--- src/rtl/icx_timing_pkg.sv ---
// Shared types, default ICX timing constants and window decode for ccd_timing_gen.
package icx_timing_pkg;

  localparam int CW = 12;

  typedef enum logic [2:0] {
    IDLE  = 3'd0,
    INIT  = 3'd1,
    FAST  = 3'd2,
    XFER  = 3'd3,
    LINES = 3'd4,
    DONE  = 3'd5
  } state_t;

  localparam int DEF_H_TOTAL     = 1132;
  localparam int DEF_V_TOTAL     = 1052;
  localparam int DEF_INIT_CYCLES = 3340;
  localparam int DEF_FAST_LINES  = 13;
  localparam int DEF_FAST_PERIOD = 352;
  localparam int DEF_V_OFF       = 4;
  localparam int DEF_V_STEP      = 44;
  localparam int DEF_V_WIDTH     = 220;
  localparam logic [3:0] DEF_V_IDLE  = 4'b1001;
  localparam int DEF_SG_START    = 2656;
  localparam int DEF_SG_WIDTH    = 162;
  localparam logic [3:0] DEF_SG_MASK = 4'b0110;
  localparam int DEF_HBLK_END    = 356;
  localparam int DEF_CLPOB_S     = 360;
  localparam int DEF_CLPOB_E     = 386;
  localparam int DEF_SUB_S       = 241;
  localparam int DEF_SUB_E       = 294;
  localparam int XFER_CYCLES     = 8;

  // True when pos lies in the half-open window [lo, lo+len).
  function automatic logic in_window(input logic [CW-1:0] pos,
                                     input logic [31:0] lo,
                                     input logic [31:0] len);
    logic [31:0] p;
    p = 32'(pos);
    return (p >= lo) && (p < lo + len);
  endfunction

endpackage

--- src/rtl/ccd_line_counter.sv ---
// Horizontal/vertical position counter: hpos runs 1..hmax, vpos advances on each wrap.
module ccd_line_counter
  import icx_timing_pkg::*;
(
  input  logic          clk,
  input  logic          reset,
  input  logic          clr,
  input  logic          load,
  input  logic          en,
  input  logic [CW-1:0] hmax,
  output logic [CW-1:0] hpos,
  output logic [CW-1:0] vpos,
  output logic          line_end
);

  assign line_end = (hpos == hmax);

  // clr wins over load, load over count enable.
  always_ff @(posedge clk or posedge reset) begin
    if (reset) begin
      hpos <= '0;
      vpos <= '0;
    end else if (clr) begin
      hpos <= '0;
      vpos <= '0;
    end else if (load) begin
      hpos <= CW'(1);
      vpos <= '0;
    end else if (en) begin
      if (hpos >= hmax) begin
        hpos <= CW'(1);
        vpos <= vpos + CW'(1);
      end else begin
        hpos <= hpos + CW'(1);
      end
    end
  end

endmodule

--- src/rtl/ccd_timing_gen.sv ---
// Interline CCD frame timing generator (V clocks, SG, HBLANK, CLPOB, SUB shutter).
// Build option: define ICX_SHUTTER_EN to enable the xsub_o shutter and the sub_lines_i latch.
module ccd_timing_gen
  import icx_timing_pkg::*;
#(
  parameter int H_TOTAL     = DEF_H_TOTAL,
  parameter int V_TOTAL     = DEF_V_TOTAL,
  parameter int INIT_CYCLES = DEF_INIT_CYCLES,
  parameter int FAST_LINES  = DEF_FAST_LINES,
  parameter int FAST_PERIOD = DEF_FAST_PERIOD,
  parameter int NPHASE      = 4,
  parameter int V_OFF       = DEF_V_OFF,
  parameter int V_STEP      = DEF_V_STEP,
  parameter int V_WIDTH     = DEF_V_WIDTH,
  parameter logic [NPHASE-1:0] V_IDLE  = NPHASE'(DEF_V_IDLE),
  parameter int SG_START    = DEF_SG_START,
  parameter int SG_WIDTH    = DEF_SG_WIDTH,
  parameter logic [NPHASE-1:0] SG_MASK = NPHASE'(DEF_SG_MASK),
  parameter int HBLK_END    = DEF_HBLK_END,
  parameter int CLPOB_S     = DEF_CLPOB_S,
  parameter int CLPOB_E     = DEF_CLPOB_E,
  parameter int SUB_S       = DEF_SUB_S,
  parameter int SUB_E       = DEF_SUB_E
) (
  input  logic              clk,
  input  logic              reset,
  input  logic              start_i,
  input  logic              cont_i,
  input  logic              abort_i,
  input  logic [11:0]       sub_lines_i,
  output logic              busy_o,
  output logic              done_o,
  output logic [NPHASE-1:0] xv_o,
  output logic [NPHASE-1:0] sg_o,
  output logic              hblank_o,
  output logic              clpob_o,
  output logic              xsub_o,
  output logic [11:0]       hpos_o,
  output logic [11:0]       vpos_o,
  output state_t            state_o
);

  generate
    if (H_TOTAL < 1 || H_TOTAL >= 4096 || V_TOTAL < 1 || V_TOTAL >= 4096 ||
        INIT_CYCLES < 1 || INIT_CYCLES >= 4096 || FAST_LINES < 1 || FAST_LINES >= 4096 ||
        FAST_PERIOD < 1 || FAST_PERIOD >= 4096 || V_OFF >= 4096 || V_STEP >= 4096 ||
        V_WIDTH >= 4096 || SG_START >= 4096 || SG_WIDTH >= 4096 || HBLK_END >= 4096 ||
        CLPOB_S >= 4096 || CLPOB_E >= 4096 || SUB_S >= 4096 || SUB_E >= 4096) begin : g_bad_timing
      $error("ccd_timing_gen: timing parameter outside 12-bit counter range");
    end
    if (NPHASE < 2 || NPHASE > 8) begin : g_bad_nphase
      $error("ccd_timing_gen: NPHASE must be 2..8");
    end
  endgenerate

  localparam logic [CW-1:0] INIT_LAST = CW'(INIT_CYCLES - 1);
  localparam logic [CW-1:0] FAST_LAST = CW'(FAST_LINES - 1);
  localparam logic [CW-1:0] FAST_P    = CW'(FAST_PERIOD);
  localparam logic [CW-1:0] H_T       = CW'(H_TOTAL);
  localparam logic [CW-1:0] V_LAST    = CW'(V_TOTAL - 1);
  localparam logic [CW-1:0] XFER_LAST = CW'(XFER_CYCLES - 1);
  localparam logic [CW-1:0] HBLK_C    = CW'(HBLK_END);
  localparam logic [CW-1:0] CLP_S_C   = CW'(CLPOB_S);
  localparam logic [CW-1:0] CLP_E_C   = CW'(CLPOB_E);

  state_t        state, state_nx;
  logic [CW-1:0] cnt, cnt_nx;
  logic          lc_clr, lc_load, lc_en, line_end, frame_start;
  logic [CW-1:0] hpos, vpos, hmax;
  logic [NPHASE-1:0] xv_d, sg_d;
  logic          hblank_d, clpob_d;

  assign hmax    = (state == FAST) ? FAST_P : H_T;
  assign hpos_o  = hpos;
  assign vpos_o  = vpos;
  assign state_o = state;

  ccd_line_counter u_line_counter (
    .clk      (clk),
    .reset    (reset),
    .clr      (lc_clr),
    .load     (lc_load),
    .en       (lc_en),
    .hmax     (hmax),
    .hpos     (hpos),
    .vpos     (vpos),
    .line_end (line_end)
  );

  always_ff @(posedge clk or posedge reset) begin
    if (reset) begin
      state <= IDLE;
      cnt   <= '0;
    end else begin
      state <= state_nx;
      cnt   <= cnt_nx;
    end
  end

  // Handshake: start_i is accepted only in IDLE (abort_i has priority); busy_o
  // covers the whole frame and done_o pulses for the single DONE cycle.
  // Readout lines use vpos 0..V_TOTAL-1, so the frame ends after the last hpos of line V_TOTAL-1.
  always_comb begin
    state_nx    = state;
    cnt_nx      = '0;
    lc_clr      = 1'b0;
    lc_load     = 1'b0;
    lc_en       = 1'b0;
    frame_start = 1'b0;
    case (state)
      IDLE: begin
        lc_clr = 1'b1;
        if (start_i) begin
          state_nx    = INIT;
          frame_start = 1'b1;
        end
      end
      INIT: begin
        if (cnt == INIT_LAST) begin
          state_nx = FAST;
          lc_load  = 1'b1;
        end else begin
          cnt_nx = cnt + CW'(1);
        end
      end
      FAST: begin
        lc_en = 1'b1;
        if (line_end && vpos == FAST_LAST) begin
          state_nx = XFER;
          lc_clr   = 1'b1;
        end
      end
      XFER: begin
        if (cnt == XFER_LAST) begin
          state_nx = LINES;
          lc_load  = 1'b1;
        end else begin
          cnt_nx = cnt + CW'(1);
        end
      end
      LINES: begin
        lc_en = 1'b1;
        if (line_end && vpos == V_LAST) begin
          state_nx = DONE;
          lc_clr   = 1'b1;
        end
      end
      DONE: begin
        if (cont_i) begin
          state_nx    = INIT;
          frame_start = 1'b1;
        end else begin
          state_nx = IDLE;
        end
      end
      default: state_nx = IDLE;
    endcase
    if (abort_i) begin
      state_nx    = IDLE;
      cnt_nx      = '0;
      lc_clr      = 1'b1;
      frame_start = 1'b0;
    end
  end

  always_comb begin
    xv_d     = V_IDLE;
    sg_d     = '0;
    hblank_d = 1'b0;
    clpob_d  = 1'b0;
    case (state)
      INIT: begin
        xv_d = V_IDLE & ~SG_MASK;
        if (in_window(cnt, 32'(SG_START), 32'(SG_WIDTH))) sg_d = SG_MASK;
      end
      FAST, LINES: begin
        for (int k = 0; k < NPHASE; k++) begin
          if (in_window(hpos, 32'(V_OFF + k * V_STEP), 32'(V_WIDTH))) xv_d[k] = ~V_IDLE[k];
        end
        if (state == LINES) begin
          hblank_d = (hpos < HBLK_C);
          clpob_d  = (hpos >= CLP_S_C) && (hpos <= CLP_E_C);
        end
      end
      default: ;
    endcase
    if (abort_i) begin
      xv_d     = V_IDLE;
      sg_d     = '0;
      hblank_d = 1'b0;
      clpob_d  = 1'b0;
    end
  end

  always_ff @(posedge clk or posedge reset) begin
    if (reset) begin
      busy_o   <= 1'b0;
      done_o   <= 1'b0;
      xv_o     <= V_IDLE;
      sg_o     <= '0;
      hblank_o <= 1'b0;
      clpob_o  <= 1'b0;
    end else begin
      busy_o   <= (state_nx != IDLE);
      done_o   <= (state_nx == DONE);
      xv_o     <= xv_d;
      sg_o     <= sg_d;
      hblank_o <= hblank_d;
      clpob_o  <= clpob_d;
    end
  end

`ifdef ICX_SHUTTER_EN
  localparam logic [CW-1:0] V_T     = CW'(V_TOTAL);
  localparam logic [CW-1:0] SUB_S_C = CW'(SUB_S);
  localparam logic [CW-1:0] SUB_E_C = CW'(SUB_E);
  logic [CW-1:0] sub_lines_q;

  // Shutter line count is frozen for the whole frame once it starts.
  always_ff @(posedge clk or posedge reset) begin
    if (reset) begin
      sub_lines_q <= '0;
    end else if (frame_start) begin
      sub_lines_q <= (sub_lines_i >= V_T) ? V_T : sub_lines_i;
    end
  end

  always_ff @(posedge clk or posedge reset) begin
    if (reset) begin
      xsub_o <= 1'b0;
    end else begin
      xsub_o <= (state == LINES) && !abort_i && (vpos < sub_lines_q) &&
                (hpos >= SUB_S_C) && (hpos <= SUB_E_C);
    end
  end
`else
  logic sub_unused;
  assign sub_unused = ^sub_lines_i;
  assign xsub_o     = 1'b0;
`endif

endmodule
--- config.mk ---
export PLATFORM = sky130hd
export DESIGN_NAME = ccd_timing_gen
export DESIGN_NICKNAME = d
export VERILOG_FILES = /design/src/rtl/icx_timing_pkg.sv /design/src/rtl/ccd_line_counter.sv /design/src/rtl/ccd_timing_gen.sv
export SDC_FILE = /design/constraint.sdc
export NUM_CORES = 1
export LEC_CHECK = 0
export CAP_MARGIN = 10
export CORE_UTILIZATION = 45
export DETAILED_ROUTE_END_ITERATION = 8
export DONT_BUFFER_PORTS = 1
export PLACE_DENSITY = 0.65
export SLEW_MARGIN = 20
export SYNTH_ARGS = -nofsm -noshare
export SYNTH_HDL_FRONTEND = slang
export SYNTH_HIERARCHICAL = 1
export SYNTH_SLANG_ARGS = --single-unit
--- constraint.sdc ---
create_clock -name clk -period 4.45 [get_ports clk]
set_input_delay 0.2225 -clock clk [delete_from_list [all_inputs] [get_ports clk]]
set_output_delay 0.2225 -clock clk [all_outputs]
set_load 0.05 [all_outputs]
==> results.ini <==
[clocking]
cts.sinks=48
htree_levels=2
cts_buffer_depth=2
cts_hold_buf=2
cts-root-buf=clkbuf_8
clkLatencyLatePin_ps=300
numCtsBuffers=5
ctsResizeCount=0
cts.clk_slew.worst_paths_ps=90
cts_setup_buffers=0
cts_tree=built

[sta]
max_slew_margin_pct=31.49
worstMarginPinSlew_ps=1027
hold_viol_final=0
tns_ps=0
skew_ps=10.06
fmax_ghz=0.2920
timing.final.crit_share_pct=76.96
min_period_ps=3425
rsz0062_at_grt=no
setup_viol=0
finalMaxSlewViolations=0

[synthesis]
yosysTopAreaCell=dfrtp_1
synth_cells=334
synth_adder_area_share_pct=6.533
synth.most_common_cell=dfrtp_1
synth_compound_area_share_pct=13.47
synth_seq_cells=48
synth_area_leaders=dfrtp_1 (38%), ha_1 (6.5%), nor2_1 (5.0%)
synthSimpleGateAreaFrac_pct=26.34
synth_xor_area_share_pct=6.574
ys_async_sr_fraction_pct=100.0
ys_seq_area_share_pct=39.28
ys_top_cells_by_count=dfrtp_1 (46), nor2_1 (41), inv_1 (24), nand2_1 (22), a21oi_1 (18)
synth_cell_type_count=65
yosys-mux-area-fraction_pct=0.9800
yosysWarnings=6
synth_ff_type=dfrtp_1
syn_area_um2=3064
synth_top_family_by_area=simple AND/OR/NAND/NOR gates
synth_top_area_share_pct=37.57
postSynthAreaPerCell_um2=9.174
synth_enable_flop_cells=0

[worst_setup_path]
cp_data_arrival_time_ps=3600
required_ps=4630
critical_path.endpoint_type=register
startpoint_type=register
worst-path-max-fanout=13
setup.worst_path.class=reg -> reg

[global_routing]
grt_pass1_wl_um=11160
grt_overflow=0
grtUsageTotal_pct=19.55
grt_max_degree=25
antenna_found_initial=0
grt_pass1_vias=2255

[pwr]
power_density_nw_per_um2=232.7
seq_power_share_pct=58.1
leakage_nw=1.433
p_sw_w=0.0001843
p_int_w=0.0005760
swShare_pct=24.24
ir_worst_vdd_v=0.0001583
comb_power_share_pct=6.0
p_clk_share_pct=35.9

[floorplan]
core_um2=6459
die_area_um2=7144
fp.dieH_um=84.52
io_pins=57
initial_core_util_pct=47.44
rows=29
die_w_um=84.52

[outcome]
violations=design-rule violations
outcome=finished, violations left

[drt]
first_iter_violations=148
firstDrtPassIters=7
drc_errors=2
detail-route-antenna-nets=0
wire_per_inst_um=15.38
routed_wl_um=6520
via_count=2436
routed_via_density=5.745

[placed_design]
dpl-instance-area_um2=3151
io_buffers=0
dp_hpwl_um=4766
gp_congestion=0.8064

[job]
cap_violations=0

[layout]
antenna_cells=0
fin_nets=379
synthToLayoutAreaGrowth_pct=6.615
drive_above_1_share_pct=11.24
finalInstanceArea_um2=3267

[worst_hold_path]
hold_class=in -> async

registers in the layout, summed over array words and instances, names as in the netlist:
signal	cells
clpob_o	1
u_line_counter/hpos	12
xv_o	4
state_o	3
cnt	12
done_o	1
sg_o	1
u_line_counter/vpos	12
hblank_o	1
busy_o	1
routing by layer:
layer	GRT usage, %	up-vias	share of wire [%]
met5	0	-	0
met4	4.622	0	1.3
met3	4.425	8	5.8
met2	30.38	66	46
met1	27.82	1163	47
li1	-	1199	-
layout make-up:
cell class / instances / area, um^2
clock buffers: 6 / 82.58
clock inverters: 2 / 13.76
flip-flops and latches: 48 / 1204
repair buffers: 11 / 87.58
well taps: 77 / 96.34
fillers: 607 / 3192
multi-input cells: 256 / 1693
inverters: 24 / 90.09
final timing paths:
path / from / to / slack (ps) / depth (start not counted)
worst max-delay path: state_o[2] / u_line_counter/hpos[7] / 1030 / 15
worst min-delay path: reset / u_line_counter/vpos[1] / 50 / 1
worst max register to register: state_o[2] / u_line_counter/hpos[7] / 1030 / 15
worst min register to register: cnt[0] / cnt[0] / 530 / 1
max in group asynchronous: reset / cnt[2] / 3390 / 2
min in group clk: abort_i / state_o[1] / 90 / 2
cell usage in the layout, fill, tap and decap left out, types with 11 or more instances in the layout:
master   instances
nor2_1          41
xor2_1          13
dfrtp_1         46
conb_1          11
nor3_1          12
nand2_1         22
ha_1            16
inv_1           24
nand3_1         16
nand4_1         13
a21oi_1         18
per-stage QoR:
stage | hold WS, ps | std cells | setup WS [ps] | total power, W | utilization, %
after global placement | 295.9 | 414 | 1067 | 0.0004940 | 48.78
after detailed placement | 302.5 | 414 | 1016 | 0.0004946 | 48.78
after CTS | 68.42 | 424 | 978.7 | 0.0007737 | 50.58
after global routing | 77.15 | 424 | 568.6 | 0.0007962 | 50.58
final | 54.17 | 424 | 1025 | 0.0007603 | 50.58
after floorplan | 235.6 | 343 | 1229 | 0.0004895 | -
power by group through the flow:
stage | combinational, W | clock (W) | sequential [W]
finish | 0.0000459 | 0.000273 | 0.000441
global route | 0.0000518 | 0.000302 | 0.000442
CTS | 0.0000465 | 0.000286 | 0.000441
detailed placement | 0.0000446 | 0 | 0.000450
global placement | 0.0000440 | 0 | 0.000450
floorplan | 0.0000364 | 0 | 0.000453
kinds of logic (layout without fill, tap and decap cells):
| kind of cell | after synthesis | after routing |
|---|---|---|
| XOR/XNOR | 23 | 23 |
| adder cells (fa/ha/maj) | 16 | 16 |
| other | 2 | 11 |
| AND/OR/NAND/NOR | 146 | 146 |
| multiplexers | 3 | 3 |
| buffers and inverters | 39 | 43 |
| AO/OA/AOI/OAI | 57 | 57 |
| flip-flops | 48 | 48 |
worst max-delay path, stage by stage, from the launching register on:
cell and delay [ps]:
dfrtp_1 390, nor2_1 240, nand2_1 170, inv_1 80, inv_1 40, ha_1 280
nand4_1 150, nor3_1 250, nand4_1 140, a21oi_1 300, or3_1 260, or2_2 310
o2111a_1 320, nand3_1 130, xor2_1 190, nor2_1 50
No activity file was read; power rests on OpenSTA's default activity.
